File: src/rtl/sprite_sequencer.sv
// Sprite command sequencer: queues per-frame draw commands and, on frame_start,
// feeds them one at a time to the sprite renderer with reset/enable sequencing.
module sprite_sequencer #(
    parameter int CORDW      = 10,
    parameter int SPR_WIDTH  = 32,
    parameter int SPR_HEIGHT = 32,
    parameter int ID_W       = 4,
    parameter int DEPTH      = 8
) (
    input  logic             clk,
    input  logic             rst_n,
    input  logic             cmd_valid,
    output logic             cmd_ready,
    input  logic [CORDW-1:0] cmd_x,
    input  logic [CORDW-1:0] cmd_y,
    input  logic [2:0]       cmd_scale,
    input  logic [ID_W-1:0]  cmd_id,
    input  logic             frame_start,
    output logic             rnd_rst,
    output logic             rnd_enable,
    output logic [CORDW-1:0] rnd_sx,
    output logic [CORDW-1:0] rnd_sy,
    output logic [2:0]       rnd_scale,
    output logic [ID_W-1:0]  rnd_id,
    output logic             busy,
    output logic             frame_done,
    output logic             overrun
);
    localparam int AW = $clog2(DEPTH);
    localparam int PW = $clog2(SPR_WIDTH*SPR_HEIGHT*64) + 1;

    typedef struct packed {
        logic [CORDW-1:0] x;
        logic [CORDW-1:0] y;
        logic [2:0]       scale;
        logic [ID_W-1:0]  id;
    } cmd_t;

    typedef enum logic [2:0] {IDLE, LOAD, ARM, RUN, DONE} state_t;

    state_t          state_q, state_d;
    cmd_t            mem_q [DEPTH];
    logic [AW:0]     wr_ptr_q, rd_ptr_q, count;
    logic            empty, full, push, pop;
    cmd_t            head;
    logic [3:0]      sp1;
    logic [6:0]      sq;
    logic [PW-1:0]   pix_cnt_q, pix_load;
    logic            rnd_rst_d, rnd_enable_d, frame_done_d, overrun_d;

    // Pointers carry one extra wrap bit so full and empty are distinguishable.
    assign count     = wr_ptr_q - rd_ptr_q;
    assign empty     = (count == '0);
    assign full      = (count == (AW+1)'(DEPTH));
    assign cmd_ready = !full;
    assign push      = cmd_valid && cmd_ready;
    assign pop       = (state_q == LOAD) && !empty;
    assign head      = mem_q[rd_ptr_q[AW-1:0]];
    assign busy      = (state_q != IDLE);

    // Pixel count minus one, so RUN lasts exactly the full sprite area.
    assign sp1      = {1'b0, head.scale} + 4'd1;
    assign sq       = 7'(sp1) * 7'(sp1);
    assign pix_load = PW'(SPR_WIDTH*SPR_HEIGHT) * PW'(sq) - PW'(1);

    always_ff @(posedge clk) begin
        if (push) mem_q[wr_ptr_q[AW-1:0]] <= '{x: cmd_x, y: cmd_y, scale: cmd_scale, id: cmd_id};
    end

    always_ff @(posedge clk or negedge rst_n) begin
        if (!rst_n) begin
            wr_ptr_q  <= '0;
            rd_ptr_q  <= '0;
            pix_cnt_q <= '0;
        end else begin
            if (push) wr_ptr_q <= wr_ptr_q + 1'b1;
            if (pop) begin
                rd_ptr_q  <= rd_ptr_q + 1'b1;
                pix_cnt_q <= pix_load;
            end else if (state_q == RUN) begin
                pix_cnt_q <= pix_cnt_q - 1'b1;
            end
        end
    end

    always_ff @(posedge clk or negedge rst_n) begin
        if (!rst_n) state_q <= IDLE;
        else        state_q <= state_d;
    end

    always_comb begin
        state_d = state_q;
        case (state_q)
            IDLE:    if (frame_start) state_d = empty ? DONE : LOAD;
            LOAD:    state_d = ARM;
            ARM:     state_d = RUN;
            RUN:     if (pix_cnt_q == '0) state_d = empty ? DONE : LOAD;
            DONE:    state_d = IDLE;
            default: state_d = IDLE;
        endcase
    end

    // Registered outputs are decoded from the next state so they align with it.
    always_comb begin
        rnd_rst_d    = (state_d == ARM);
        rnd_enable_d = (state_d == RUN);
        frame_done_d = (state_d == DONE);
        overrun_d    = overrun;
        if (frame_start) overrun_d = (state_q != IDLE);
    end

    always_ff @(posedge clk or negedge rst_n) begin
        if (!rst_n) begin
            rnd_rst    <= 1'b1;
            rnd_enable <= 1'b0;
            rnd_sx     <= '0;
            rnd_sy     <= '0;
            rnd_scale  <= '0;
            rnd_id     <= '0;
            frame_done <= 1'b0;
            overrun    <= 1'b0;
        end else begin
            rnd_rst    <= rnd_rst_d;
            rnd_enable <= rnd_enable_d;
            frame_done <= frame_done_d;
            overrun    <= overrun_d;
            if (pop) begin
                rnd_sx    <= head.x;
                rnd_sy    <= head.y;
                rnd_scale <= head.scale;
                rnd_id    <= head.id;
            end
        end
    end
endmodule

File: config.mk
export PLATFORM = sky130hd
export DESIGN_NAME = sprite_sequencer
export DESIGN_NICKNAME = d
export VERILOG_FILES = /design/src/rtl/sprite_sequencer.sv
export SDC_FILE = /design/constraint.sdc
export NUM_CORES = 1
export LEC_CHECK = 0
export CAP_MARGIN = 20
export CORE_MARGIN = 2
export CORE_UTILIZATION = 45
export CTS_BUF_LIST = sky130_fd_sc_hd__clkbuf_8
export DETAILED_ROUTE_END_ITERATION = 12
export GPL_ROUTABILITY_DRIVEN = 0
export PLACE_DENSITY = 0.63
export SLEW_MARGIN = 20
export SYNTH_ARGS = -nofsm -noshare
export SYNTH_HDL_FRONTEND = slang
export SYNTH_SLANG_ARGS = --single-unit
export TNS_END_PERCENT = 20
File: constraint.sdc
create_clock -name clk -period 10.25 [get_ports clk]
set_input_delay 2.05 -clock clk [delete_from_list [all_inputs] [get_ports clk]]
set_output_delay 2.05 -clock clk [all_outputs]
set_load 0.1 [all_outputs]
[Yosys cells after proc, flatten, opt, wreduce, memory -nomap -nowiden]
Memories as Yosys holds them, arrays and structs flattened.
Cells that the tools add are included.
Cells by class
  $add $sub $neg: 6
  $mul: 1
  eq/ne operators: 7
  muxes and demuxes: 8
  reductions and logical operators: 9
Operators by type and width (count)
  two-way mux 17 bit: 2
  subtractor 17 x 1 -> 17 bit (second input constant): 2
  zero test 17 bit: 1
  == test 3 x 2 -> 1 bit (second input constant): 4
  one-hot mux 3 bit (4 select lines): 1
  two-way mux 3 bit: 3
  adder 4 x 1 -> 4 bit (second input constant): 2
  multiplier 4 x 4 -> 7 bit: 1
  adder 3 x 1 -> 4 bit (second input constant): 1
  == test 4 bit (second input constant): 1
  zero test 4 bit: 1
  subtractor 4 bit: 1
  == test 3 x 1 -> 1 bit (second input constant): 1
  == test 3 bit (second input constant): 1
  zero test 3 bit: 1
  nonzero test 3 bit: 1
  logical AND 1 bit: 2
  zero test 1 bit: 2
  two-way mux 1 bit: 2
  nonzero test 2 bit: 1
Word-level totals
  register bits: 59
  RAM bits: 216
  input port bits: 31
  output and inout port bits: 33
  word-level logic and storage cells: 44
  memories: 1
Memories
  mem_q: words 8, width 27, read ports 1, clocked after Yosys merged registers in 0, wr ports 1, line 42  | cmd_t mem_q [DEPTH];

[Longest topological paths before layout]
  depth after elaboration: 6
  gate-level depth with buffers: 14
  mapped depth without buffers: 13

[Least setup slack after synthesis]
Ideal clock, no wire load.
  path kind: input port to flip-flop
  start point: input port cmd_valid
  end point: memory mem_q[4][0] in the netlist's numbering, enable pin
  library setup time: 451 ps
  arrival: 4677 ps
  required time: 9799 ps
  slack: 5122 ps
  stages on the path: 4
  buffers on the path: 0
  cells stage by stage: inv_1 > a31oi_1 > nand2b_1 > nor3b_1
Between the ends
  longest elaborated chain between the ends: 3
Ends and longest elaborated chain
  start, declared: line 12  | input logic cmd_valid,
  logical AND 1 bit: line 56  | assign push = cmd_valid && cmd_ready;
  two-way mux 1 bit: line 67  | if (push) mem_q[wr_ptr_q[AW-1:0]] <= '{x: cmd_x, y: cmd_y, scale: cmd_scale, id: cmd_id};
  two-way mux 1 bit (not written as such): line 67
  end, declared: line 42
Every way passes these cells.

[Worst setup path after layout]
  start point: register rd_ptr_q[2]
  end point: output port cmd_ready
Between the ends
  longest elaborated chain between the ends: 3
Ends and longest elaborated chain
  start, declared: line 43  | logic [AW:0] wr_ptr_q, rd_ptr_q, count;
  start signal, assigned: line 78  | rd_ptr_q <= rd_ptr_q + 1'b1;
  subtractor 4 bit: line 52  | assign count = wr_ptr_q - rd_ptr_q;
  == test 4 bit: line 54  | assign full = (count == (AW+1)'(DEPTH));
  zero test 1 bit: line 55  | assign cmd_ready = !full;
  end, declared: line 13  | output logic cmd_ready,
Every way passes these cells.

==> flow_summary.ini <==
[power]
combPwrFrac_pct = 16.6
leakage_uw = 0.00449
clockPowerShare_pct = 31.3
switchingPower_uw = 785
swShare_pct = 28.0
peakVddDrop_v = 0.000113
pwr_density_cell_nw_per_um2 = 219
seqPwrFrac_pct = 52.1
p_int_uw = 2020

[drt]
drt_pass1_iterations = 4
viasPerCell = 5.40
post_drt_wl_per_cell_um = 19.9
vias = 5839
wirelength_um = 21500
drc = 0
drt_iter0_drc = 451
postRouteAntennaNets = 0

[setup_path]
worstRegToRegCells = 14
cp_slowest_cell = clkdlybuf4s50_1
cpPeakStageDelay_ns = 1.14
crit_path_start_kind = register
crit_arrival_ns = 3.90
r2r_start = rd_ptr_q[0]
cp-end-kind = output pin
ff2ff_setup_slack_ns = 5.43
worstPathCellList = buf_4, inv_2, ha_1, o21a_1, or3_1, nand3_1, clkdlybuf4s50_1
crit_type = reg -> out
required_ns = 8.20
cp_max_fo = 33
r2r_end = pix_cnt_q[16]

[global_routing]
grt_usage_pct = 17.2
grt_pass1_vias = 6150
grt_max_degree = 60
grt_pass1_wl_um = 33700
grt-ovfl-total = 0
antenna_found_initial = 0

[clock_tree]
clkLatencyLatePin_ns = 0.56
cts_buffers = 44
clk_pin_slew_worst_paths_ns = 0.07
cts_resized = 0
cts_hold_buf = 0
cts_max_level = 2
post_cts_buffers = 0
clock_path_buffers = 3
cts_tree = done
clock_sinks = 275
root_buffer = clkbuf_8

[place]
pre_cts_ws_ns = 4.81
port_buffers = 63
dp_hpwl_um = 11800

[timing]
slew_violations = 0
setup_viol = 0
rsz0062_at_grt = no
skew_ns = 0.0386
slew_headroom_pct = 33.6
period_share_pct = 58.1
hold_slack_ns = 0.484
fmax_mhz = 168
min_period_ns = 5.95
setup_tns_ns = 0
worst_pin_slew_ns = 0.992
setup_ws_ns = 4.30
hold_violations = 0

[die]
start_util_pct = 46.2
die_area_um2 = 25500
dieWidth_um = 160
die_y_um = 160
core_area_um2 = 23600
row_count = 56
io_pins = 64

[final_layout]
final_common_cell = edfxtp_1
mostFrequentLayoutCells = 216 x edfxtp_1, 67 x nand2_1, 62 x clkdlybuf4s50_1, 56 x dfrtp_1, 54 x mux4_2
antenna_cells = 0
fin_nets = 771
layout-drive-gt1-share_pct = 18.4
syn2layout_area_growth_pct = 17.5

[worst_hold_path]
whs_path_depth = 1
hold_end = rnd_scale[0]
hold_start = rnd_scale[0]
holdCritPathClass = reg -> reg

[synth]
synthArstFlopShare_pct = 21.5
syn_inst = 635
yosys_most_used_dff = edfxtp_1
ys_seq_elements = 275
synth_area_um2 = 10900
synthDistinctLibCells = 49
synth_edf_count = 216
synth_fp_nets = 678
yosysWarnings = 0
yosysSeqAreaShare_pct = 73.1
syn-mean-instance-area_um2 = 17.2

[outcome]
status = finished clean

[flow_run]
max_cap_viol_count = 0
[sequential cells by signal, indices dropped and copies added, names as in the netlist]
| signal | flops |
|---|---|
| rd_ptr_q | 4 |
| rnd_sx | 10 |
| overrun | 1 |
| frame_done | 1 |
| rnd_id | 4 |
| wr_ptr_q | 4 |
| mem_q | 216 |
| state_q | 3 |
| rnd_enable | 1 |
| rnd_rst | 1 |
| rnd_sy | 10 |
| rnd_scale | 3 |
| pix_cnt_q | 17 |
[metrics by stage]
| stage | utilization (%) | power (µW) | instance area [µm²] | cells |
|---|---|---|---|---|
| floorplan | - | 1790 | 10900 | 635 |
| finish | 54.2 | 2800 | 12800 | 1081 |
| global route | 54.2 | 2930 | 12800 | 1081 |
| global placement | 50.7 | 1930 | 12000 | 1001 |
| CTS | 54.2 | 2840 | 12800 | 1081 |
| detailed placement | 50.7 | 1950 | 12000 | 1001 |
[critical path: cells and delay by family, from the launching register on]
kind | cells | cell delay [ns]
buffers and inverters | 3 | 1.96
and+or+nand+nor | 2 | 0.49
adders and majority gates | 1 | 0.42
DFF | 1 | 0.32
AOI/OAI and AO/OA | 1 | 0.14
[cell families (layout without fill, tap and decap cells)]
family	after synthesis	in the layout	synth area share, %
mux	61	61	11.8
xor+xnor	27	27	2.17
buf+inv	44	171	1.52
simple gates	154	154	6.49
other cells	1	1	0.0344
compound gates	61	61	3.51
fa+ha+maj	12	12	1.38
flops	275	275	73.1
[cell type report]
cell class              count  area [µm²]
multi-input cells         316        2820
flip-flops and latches    275        7970
fillers                  1919       10800
clock buffers              49         674
repair buffers             76         723
inverters                  15        56.3
clock inverters            31         164
well taps                 319         399
[metal layers]
layer	vias to the layer above	part of all wire (%)	routed length, µm	track usage, %
met5	-	0	0	0
met4	0	2.0	433	5.45
met3	44	5.8	1250	3.45
met2	172	49	10600	28.7
met1	2980	43	9210	22.9
li1	2643	-	-	-
[power groups by stage]
stage               clock network [µW]  logic, µW  registers, µW
CTS                                903        470           1460
global route                       950        504           1480
floorplan                            0        270           1520
finish                             877        464           1460
global placement                     0        456           1470
detailed placement                   0        468           1490
[cell usage after synthesis (all sizes together), types with 7 or more instances]
| cell type | instances | share of area (%) |
|---|---|---|
| ha | 12 | 1.4 |
| mux4 | 54 | 11 |
| inv | 14 | 0.48 |
| nor2 | 43 | 1.5 |
| xor2 | 10 | 0.80 |
| o21ai | 11 | 0.51 |
| a31oi | 28 | 1.6 |
| nor3 | 9 | 0.41 |
| nand2 | 67 | 2.3 |
| nor4 | 7 | 0.40 |
| dfrtp | 58 | 13 |
| buf | 9 | 0.31 |
| xnor2 | 17 | 1.4 |
| edfxtp | 216 | 60 |
| a21oi | 8 | 0.37 |
| clkbuf | 20 | 0.69 |
[worst max path at each step]
stage / from / endpoint
after floorplan: cmd_valid / mem_q[4][0]
after global placement: rd_ptr_q[2] / cmd_ready
after detailed placement: rd_ptr_q[2] / cmd_ready
after CTS: rd_ptr_q[2] / cmd_ready
after global routing: rd_ptr_q[2] / cmd_ready
final: rd_ptr_q[2] / cmd_ready
Power figures use the tool's default switching activity.
